===== config.mk =====
export PLATFORM = sky130hd
export DESIGN_NAME = fetch_unit_flat
export DESIGN_NICKNAME = d
export VERILOG_FILES = /design/src/rtl/cpu_pkg.sv /design/src/rtl/fetch_unit_if.sv /design/src/rtl/fetch_queue.sv /design/src/rtl/fetch_unit.sv /design/src/flat_wrapper.sv
export SDC_FILE = /design/constraint.sdc
export NUM_CORES = 1
export LEC_CHECK = 0
export CORE_UTILIZATION = 40
export CTS_BUF_LIST = sky130_fd_sc_hd__clkbuf_4 sky130_fd_sc_hd__clkbuf_8 sky130_fd_sc_hd__clkbuf_16
export DETAILED_ROUTE_END_ITERATION = 12
export PLACE_DENSITY = 0.75
export RECOVER_POWER = 25
export SYNTH_ARGS = -nofsm -noshare
export SYNTH_HDL_FRONTEND = slang
export SYNTH_SLANG_ARGS = --single-unit

===== constraint.sdc =====
create_clock -name clock -period 6.64 [get_ports clock]
set_clock_uncertainty 0.2 [all_clocks]
set_input_delay 1.328 -clock clock [delete_from_list [all_inputs] [get_ports clock]]
set_output_delay 1.328 -clock clock [all_outputs]
set_load 0.1 [all_outputs]

===== src/rtl/cpu_pkg.sv =====
// Shared CPU-wide widths, memory geometry and the fetch queue entry type.
package cpu_pkg;

  localparam int WORD_WIDTH  = 16;
  localparam int ADDR_WIDTH  = 16;
  localparam int MEM_DEPTH   = 1024;
  localparam int INSTR_BYTES = 2;
  localparam logic [ADDR_WIDTH-1:0] RESET_PC = 16'h0000;

  typedef struct packed {
    logic [WORD_WIDTH-1:0] instr;
    logic [ADDR_WIDTH-1:0] pc;
  } fetch_entry_t;

endpackage


===== src/rtl/fetch_unit_if.sv =====
// Memory read port, decode handshake and redirect/fault signals of the fetch stage.
interface fetch_unit_if
  import cpu_pkg::*;
();

  logic [ADDR_WIDTH-1:0] mem_address;
  logic [WORD_WIDTH-1:0] mem_data;
  logic                  mem_grant;
  logic                  instr_valid;
  logic [WORD_WIDTH-1:0] instr;
  logic [ADDR_WIDTH-1:0] instr_pc;
  logic                  instr_ready;
  logic                  redirect_valid;
  logic [ADDR_WIDTH-1:0] redirect_pc;
  logic                  fetch_fault;

  modport master (
    output mem_address,
    input  mem_data,
    input  mem_grant,
    output instr_valid,
    output instr,
    output instr_pc,
    input  instr_ready,
    input  redirect_valid,
    input  redirect_pc,
    output fetch_fault
  );

  modport slave (
    input  mem_address,
    output mem_data,
    output mem_grant,
    input  instr_valid,
    input  instr,
    input  instr_pc,
    output instr_ready,
    output redirect_valid,
    output redirect_pc,
    input  fetch_fault
  );

endinterface


===== src/rtl/fetch_queue.sv =====
// Small synchronous FIFO of fetched {instr, pc} entries with flush.
// Head data reads zero whenever the queue is empty.
module fetch_queue
  import cpu_pkg::*;
#(
  parameter  int DEPTH = 2,
  localparam int PTR_W = (DEPTH > 1) ? $clog2(DEPTH) : 1,
  localparam int CNT_W = $clog2(DEPTH + 1)
) (
  input  logic             clock,
  input  logic             nrst,
  input  logic             push,
  input  logic             pop,
  input  logic             flush,
  input  fetch_entry_t     wr_data,
  output fetch_entry_t     rd_data,
  output logic             full,
  output logic             empty,
  output logic [CNT_W-1:0] count
);

  fetch_entry_t     storage [DEPTH];
  logic [PTR_W-1:0] wr_ptr;
  logic [PTR_W-1:0] rd_ptr;
  logic             do_push;
  logic             do_pop;

  assign full    = (count == CNT_W'(DEPTH));
  assign empty   = (count == '0);
  assign do_pop  = pop & ~empty;
  assign do_push = push & (~full | do_pop);

  // Storage is never reset; only the pointers and count carry state that matters.
  always_ff @(posedge clock) begin
    if (do_push && !flush) storage[wr_ptr] <= wr_data;
  end

  always_ff @(posedge clock or negedge nrst) begin
    if (!nrst) begin
      wr_ptr <= '0;
      rd_ptr <= '0;
      count  <= '0;
    end else if (flush) begin
      wr_ptr <= '0;
      rd_ptr <= '0;
      count  <= '0;
    end else begin
      if (do_push) wr_ptr <= wr_ptr + PTR_W'(1);
      if (do_pop)  rd_ptr <= rd_ptr + PTR_W'(1);
      count <= count + CNT_W'(do_push) - CNT_W'(do_pop);
    end
  end

  assign rd_data = empty ? '0 : storage[rd_ptr];

endmodule


===== src/rtl/fetch_unit.sv =====
// Instruction fetch stage: PC register, push/redirect/fault control and prefetch queue.
// The memory read is combinational, so a word is captured in the cycle its address is granted.
module fetch_unit
  import cpu_pkg::*;
#(
  parameter int                    MEM_DEPTH = cpu_pkg::MEM_DEPTH,
  parameter logic [ADDR_WIDTH-1:0] RESET_PC  = cpu_pkg::RESET_PC,
  parameter int                    QDEPTH    = 2
) (
  input logic          clock,
  input logic          nrst,
  fetch_unit_if.master bus
);

  localparam int CNT_W = $clog2(QDEPTH + 1);
  localparam logic [ADDR_WIDTH-1:0] LAST_ADDR = ADDR_WIDTH'(MEM_DEPTH - INSTR_BYTES);

  logic [ADDR_WIDTH-1:0] fetch_pc;
  logic                  fault;
  logic                  in_range;
  logic                  pop;
  logic                  push;
  logic                  q_full;
  logic                  q_empty;
  logic [CNT_W-1:0]      q_count;
  logic                  count_unused;
  fetch_entry_t          q_in;
  fetch_entry_t          q_head;

  assign in_range = (fetch_pc <= LAST_ADDR);
  assign pop      = ~q_empty & bus.instr_ready;
  assign push     = bus.mem_grant & ~fault & ~bus.redirect_valid & (~q_full | pop) & in_range;
  assign q_in     = '{instr: bus.mem_data, pc: fetch_pc};
  assign count_unused = ^q_count;

  // Redirect outranks everything: it flushes, retargets the PC and clears the fault.
  always_ff @(posedge clock or negedge nrst) begin
    if (!nrst) begin
      fetch_pc <= RESET_PC;
      fault    <= 1'b0;
    end else if (bus.redirect_valid) begin
      fetch_pc <= {bus.redirect_pc[ADDR_WIDTH-1:1], 1'b0};
      fault    <= 1'b0;
    end else begin
      if (push) fetch_pc <= fetch_pc + ADDR_WIDTH'(INSTR_BYTES);
      if (bus.mem_grant && !in_range) fault <= 1'b1;
    end
  end

  fetch_queue #(
    .DEPTH (QDEPTH)
  ) u_queue (
    .clock   (clock),
    .nrst    (nrst),
    .push    (push),
    .pop     (pop & ~bus.redirect_valid),
    .flush   (bus.redirect_valid),
    .wr_data (q_in),
    .rd_data (q_head),
    .full    (q_full),
    .empty   (q_empty),
    .count   (q_count)
  );

  assign bus.mem_address = fetch_pc;
  assign bus.instr_valid = ~q_empty;
  assign bus.instr       = q_head.instr;
  assign bus.instr_pc    = q_head.pc;
  assign bus.fetch_fault = fault;

endmodule


===== src/flat_wrapper.sv =====
// flat-port wrapper written by rule: the top's interface ports become plain ports
module fetch_unit_flat import cpu_pkg::*;
#(
  parameter int                    MEM_DEPTH = cpu_pkg::MEM_DEPTH,
  parameter logic [ADDR_WIDTH-1:0] RESET_PC  = cpu_pkg::RESET_PC,
  parameter int                    QDEPTH    = 2
)
  (clock, nrst, bus_mem_address, bus_mem_data, bus_mem_grant, bus_instr_valid, bus_instr, bus_instr_pc, bus_instr_ready, bus_redirect_valid, bus_redirect_pc, bus_fetch_fault);
  fetch_unit_if bus_i ();
  input logic clock;
  input logic nrst;
  output wire logic [$bits(bus_i.mem_address)-1:0] bus_mem_address;
  input wire logic [$bits(bus_i.mem_data)-1:0] bus_mem_data;
  input wire logic [$bits(bus_i.mem_grant)-1:0] bus_mem_grant;
  output wire logic [$bits(bus_i.instr_valid)-1:0] bus_instr_valid;
  output wire logic [$bits(bus_i.instr)-1:0] bus_instr;
  output wire logic [$bits(bus_i.instr_pc)-1:0] bus_instr_pc;
  input wire logic [$bits(bus_i.instr_ready)-1:0] bus_instr_ready;
  input wire logic [$bits(bus_i.redirect_valid)-1:0] bus_redirect_valid;
  input wire logic [$bits(bus_i.redirect_pc)-1:0] bus_redirect_pc;
  output wire logic [$bits(bus_i.fetch_fault)-1:0] bus_fetch_fault;
  assign bus_mem_address = bus_i.mem_address;
  assign bus_i.mem_data = bus_mem_data;
  assign bus_i.mem_grant = bus_mem_grant;
  assign bus_instr_valid = bus_i.instr_valid;
  assign bus_instr = bus_i.instr;
  assign bus_instr_pc = bus_i.instr_pc;
  assign bus_i.instr_ready = bus_instr_ready;
  assign bus_i.redirect_valid = bus_redirect_valid;
  assign bus_i.redirect_pc = bus_redirect_pc;
  assign bus_fetch_fault = bus_i.fetch_fault;
  fetch_unit #(.MEM_DEPTH(MEM_DEPTH), .RESET_PC(RESET_PC), .QDEPTH(QDEPTH)) u_core (.clock(clock), .nrst(nrst), .bus(bus_i));
endmodule

Yosys cells after proc, flatten, opt, wreduce, memory -nomap -nowiden
Memory sizes are Yosys's and may differ from the RTL's.
Index checks and enable logic that the tools add are counted.
- bits in registers: 21
- memory bits (writable): 64
- output and inout port bits: 50
- memories kept: 1
- memory list (name ; words ; bits a word ; read ports ; clocked after Yosys merged registers in ; wr ports ; RTL line ; source):
    u_core.u_queue.storage ; 2 ; 32 ; 1 ; 0 ; 1 ; fetch_queue.sv:22 ; fetch_entry_t storage [DEPTH];
- add/subtract/negate cells: 5
- $lt $le $gt $ge: 1
- equality and inequality tests: 1
- multiplexer cells: 12
- bitwise logic cells: 14
- reduce and logical (&&, ||, !) cells: 9
- operator list (cell ; number):
    $mux W16 ; 2
    $mux W32 ; 1
    $add A16 B2 Y16 const B ; 1
    $le A16 B10 Y1 const B ; 1
    $and A1 B1 Y1 ; 8
    $mux W1 ; 8
    $reduce_bool A2 Y1 ; 4
    $not A1 Y1 ; 4
    $add A1 B1 Y1 const B ; 2
    $add A2 B1 Y2 ; 1
    $eq A2 B2 Y1 const B ; 1
    $logic_and A1 B1 Y1 ; 2
    $logic_not A1 Y1 ; 2
    $logic_not A2 Y1 ; 1
    $mux W2 ; 1
    $or A1 B1 Y1 ; 2
    $sub A2 B1 Y2 ; 1

Longest topological paths before layout
- word-level depth: 10
- mapped depth: 9
- gate-level depth less buffers: 9

Modules after synthesis
Synthesis repeated with hierarchy kept, for this count alone.
- cells, all modules: 254
- area total of the unflattened synthesis: 3624.7 um^2
- by module, submodules not included (module ; times used ; cells each ; area an instance (um^2)):
    fetch_queue ; 1 ; 162 ; 2660.1
    fetch_unit ; 1 ; 92 ; 964.7

Worst setup path after synthesis
Ideal clock, no wire load.
- path type: input -> register
- from: in bus_instr_ready
- to: mem u_core.u_queue.storage[1][10] (netlist name) (enable)
- arrival: 3.329 ns
- data required time: 6.021 ns
- path slack: 2.692 ns
- stages: 5
- path buffers: 0
- cells stage by stage: nor2_1 a211o_1 nor2_2 inv_2 nor2_1
- longest elaborated chain between the ends: 8
- elaborated cells on any way between the ends: 11
- RTL lines (item ; RTL line ; source):
    from (decl) ; flat_wrapper.sv:18 ; input wire logic [$bits(bus_i.instr_ready)-1:0] bus_instr_ready;
    $and A1 B1 Y1 (*) ; fetch_unit.sv:31 ; assign pop = ~q_empty & bus.instr_ready;
    $or A1 B1 Y1 / $and A1 B1 Y1 (equally long branches) ; fetch_unit.sv:32, fetch_unit.sv:56 ;
    $and A1 B1 Y1, on equally long branches ; fetch_unit.sv:32, fetch_queue.sv:30 ;
    $and A1 B1 Y1 / $or A1 B1 Y1 (equally long branches) ; fetch_unit.sv:32, fetch_queue.sv:31 ;
    $and A1 B1 Y1 (*) ; fetch_queue.sv:31 ; assign do_push = push & (~full | do_pop);
    $logic_and A1 B1 Y1 (*) ; fetch_queue.sv:35 ; if (do_push && !flush) storage[wr_ptr] <= wr_data;
    $mux W1 (*) ; fetch_queue.sv:35 ;
    $mux W1 (implied by the code) (*) ; fetch_queue.sv:35 ;
    to (decl) ; fetch_queue.sv:22 ;
Every way passes the cells marked *; elsewhere a longest branch is shown, timed or not.

Final worst setup path
- from: reg u_core.u_queue.rd_ptr
- to: out bus_instr_pc[1]
- longest elaborated chain between the ends: 2
- RTL lines (item ; RTL line ; source):
    from (decl) ; fetch_queue.sv:24 ; logic [PTR_W-1:0] rd_ptr;
    from (signal assigned) ; fetch_queue.sv:49 ; if (do_pop) rd_ptr <= rd_ptr + PTR_W'(1);
    $mem_v2 Z2 W32 ; n/a ;
    $mux W32 ; fetch_queue.sv:54 ; assign rd_data = empty ? '0 : storage[rd_ptr];
    to (decl) ; flat_wrapper.sv:17 ; output wire logic [$bits(bus_i.instr_pc)-1:0] bus_instr_pc;
Every way passes these cells.

==> flow_metrics.env <==
export IMPL_die_h_microns=95.0
export IMPL_pwr_share_comb_pct=13.8
export IMPL_drc=0
export IMPL_clockRootBuffer="clkbuf_8"
export IMPL_dr_wl_met3_microns=307
export IMPL_rr_startpoint="u_core.bus.fetch_fault$_DFFE_PN0P_"
export IMPL_reg2reg_depth=5
export IMPL_setup_violations=0
export IMPL_drv_slew=0
export IMPL_drtAntennaViolNets=0
export IMPL_top_layer_used="met4"
export IMPL_hpwl_mm=4.47
export IMPL_nNetsFinal=376
export IMPL_synth_top_family_by_area="multiplexers"
export IMPL_cts_setup_buffers=0
export IMPL_synth_top_cell_by_area="edfxtp_1"
export IMPL_clockPowerShare_pct=36.2
export IMPL_synth_top_cell_area_share_pct=53.8
export IMPL_p_sw_share_pct=25.2
export IMPL_rrSetupSlack_ps=4000
export IMPL_dpl_instance_area_sq_um=4400
export IMPL_cts_tree="yes"
export IMPL_max_freq_mhz=230
export IMPL_dr_pass1_iters=4
export IMPL_grt_pass1_wl_mm=10.7
export IMPL_synth_compound_area_share_pct=5.78
export IMPL_gp_congestion=0.786
export IMPL_cp_arrival_ps=2810
export IMPL_drt_wl_total_mm=6.58
export IMPL_synth_area_leaders="edfxtp_1 (54%), dfrtp_1 (14%), mux2i_1 (9.5%)"
export IMPL_die_x_microns=95.0
export IMPL_met1_length_mm=2.99
export IMPL_synth_mux_area_share_pct=11.2
export IMPL_area_growth_syn_to_layout_pct=34.2
export IMPL_grt_antenna_before_repair=0
export IMPL_fin_area_sq_um=4640
export IMPL_timing_hold_ws_ps=332
export IMPL_cts_repair_resized=0
export IMPL_overflow=0
export IMPL_worst_skew_pair_late_latency_ps=330
export IMPL_floorplan_rows=33
export IMPL_vias_per_cell=5.04
export IMPL_crit_type="reg -> out"
export IMPL_worst_pin_slew_ps=1010
export IMPL_syn_avg_cell_area_sq_um=13.7
export IMPL_min_to="u_core.u_queue.storage[1][12]$_DFFE_PP_"
export IMPL_synth_most_common_cell="edfxtp_1"
export IMPL_synthXorXnorAreaFrac_pct=0.759
export IMPL_status="finished clean"
export IMPL_io_pins=87
export IMPL_fin_crit_ps=4340
export IMPL_clock_sinks=82
export IMPL_grt_pass1_vias=2311
export IMPL_ir_drop_uv=114
export IMPL_coreArea_sq_um=8300
export IMPL_first_iter_violations=42
export IMPL_path_max_fanout=32
export IMPL_yosys_top_cells_count="edfxtp_1 (62), nor2_1 (43), mux2i_1 (33)"
export IMPL_cap_violations=0
export IMPL_hold_path_class="reg -> reg"
export IMPL_timing_rr_end="u_core.u_queue.storage[1][29]$_DFFE_PP_"
export IMPL_htree_levels=3
export IMPL_postCtsHoldBufs=0
export IMPL_ys_types=36
export IMPL_min_period_over_period_pct=65.4
export IMPL_power_leakage_nw=1.58
export IMPL_fin_setup_tns_ps=0
export IMPL_ys_seq_area_share_pct=68.3
export IMPL_setup_worst_path_start="u_core.u_queue.rd_ptr$_DFFE_PN0P_"
export IMPL_synth_adder_area_share_pct=1.08
export IMPL_synthArstFlopShare_pct=24.4
export IMPL_hold_viol_final=0
export IMPL_vias=2255
export IMPL_dp_slack_ps=2550
export IMPL_cp_required_ps=5110
export IMPL_synthSimpleGateAreaFrac_pct=10.2
export IMPL_drive_gt1_share_pct=9.09
export IMPL_dr_wl_met2_mm=3.17
export IMPL_grtUsageTotal_pct=15.9
export IMPL_min_from="u_core.bus.mem_address[12]$_DFFE_PN0P_"
export IMPL_p_switching_uw=293
export IMPL_dieArea_sq_um=9030
export IMPL_clockBufferDepth=2
export IMPL_post_drt_wl_per_cell_microns=14.7
export IMPL_endpoint_kind="output port"
export IMPL_seq_power_share_pct=50.0
export IMPL_synth_warning_count=0
export IMPL_cts_buffers=9
export IMPL_holdPathStages=0
export IMPL_layout_cells_non_filler=447
export IMPL_fin_ws_ps=2300
export IMPL_netlist_instances=252
export IMPL_clk_pin_slew_worst_paths_ps=80
export IMPL_rsz0062_at_grt="false"
export IMPL_slew_headroom_pct=32.6
export IMPL_grt_start_max_net_pins=33
export IMPL_internal_power_uw=870
export IMPL_place_inst=430
export IMPL_power_density_nw_per_um2=251
export IMPL_synth_flop_cell="edfxtp_1"
export IMPL_cp_start_kind="flop"
export IMPL_ys_ff_latch=82
export IMPL_syn_area_sq_um=3460
export IMPL_start_util_pct=41.7
export IMPL_synth_edf_count=62
export IMPL_port_buffers=83
state kept, by name (all words and copies together) (netlist names):
register	cells
u_core.bus.fetch_fault	1
u_core.u_queue.rd_ptr	1
u_core.u_queue.wr_ptr	1
u_core.u_queue.storage	62
u_core.bus.mem_address	15
u_core.u_queue.count	2
worst max path at each step:
stage / cells after the start / slack [ps] / to
finish: 3 / 2300 / bus_instr_pc[1]
global route: 3 / 2140 / bus_instr_pc[4]
CTS: 3 / 2250 / bus_instr_pc[4]
detailed placement: 6 / 2550 / u_core.u_queue.storage[1][18]$_DFFE_PP_
global placement: 6 / 2590 / u_core.u_queue.storage[1][26]$_DFFE_PP_
floorplan: 5 / 2690 / u_core.u_queue.storage[1][10]$_DFFE_PP_
placed cells by master (no fill, tap or decap), types with 2 or more instances in the layout:
cell type	count
mux2i_1	33
dlygate4sd3_1	12
clkbuf_8	9
o21a_1	2
inv_1	7
nor2_2	2
nor2_4	2
bufinv_16	3
xor2_1	2
ha_1	3
o31a_1	4
o211ai_1	6
mux2_2	5
clkdlybuf4s50_1	71
nor2_1	40
nand3_1	5
buf_4	2
o311ai_0	4
nand2b_1	3
a221o_1	2
dfrtp_1	19
edfxtp_1	62
nor2b_1	3
nor3_1	3
nand2_1	13
clkbuf_4	2
a21oi_1	2
nor4_1	4
conb_1	2
through the flow:
stage	util [%]	total power, mW
final	55.9	1.16
after global routing	55.9	1.21
after CTS	55.9	1.18
after detailed placement	53.0	0.756
after global placement	53.0	0.752
after floorplan	-	0.699
logic make-up after synthesis:
kind of cell               count (synthesis)
AOI/OAI and AO/OA                         25
xor gates and xnor gates                   3
buffers and inverters                     21
other                                      1
muxes                                     38
DFF                                       82
adders and majority gates                  3
and+or+nand+nor                           79
power groups by stage:
| stage | Clock, mW | Sequential (mW) | Combinational, mW |
|---|---|---|---|
| 6_report | 0.421 | 0.582 | 0.161 |
| 5_1_grt | 0.456 | 0.584 | 0.168 |
| 4_1_cts | 0.431 | 0.582 | 0.163 |
| 3_5_place_dp | 0 | 0.593 | 0.163 |
| 3_3_place_gp | 0 | 0.592 | 0.160 |
| 2_1_floorplan | 0 | 0.655 | 0.0437 |
layer usage:
| metal | up-vias | global-route usage [%] |
|---|---|---|
| met5 | - | 0 |
| met3 | 11 | 4.31 |
| li1 | 1095 | - |
| met1 | 1085 | 19.8 |
| met4 | 0 | 6.19 |
| met2 | 64 | 26.3 |
cell type report:
| cell class | instances | area, sq um |
|---|---|---|
| Multi-Input combinational cell | 150 | 1030 |
| Clock inverter | 5 | 103 |
| Timing Repair Buffer | 85 | 846 |
| Antenna cell | 1 | 2.50 |
| Tap cell | 105 | 131 |
| Clock buffer | 11 | 139 |
| Sequential cell | 82 | 2360 |
| Fill cell | 694 | 3660 |
| Inverter | 8 | 30.0 |
worst max-delay path, cell delays in order (launching register included):
cell and delay, ps:
dfrtp_2 980, mux2i_1 170, nor2_1 140, clkdlybuf4s50_1 1170
(Power assumes the default switching activity.)
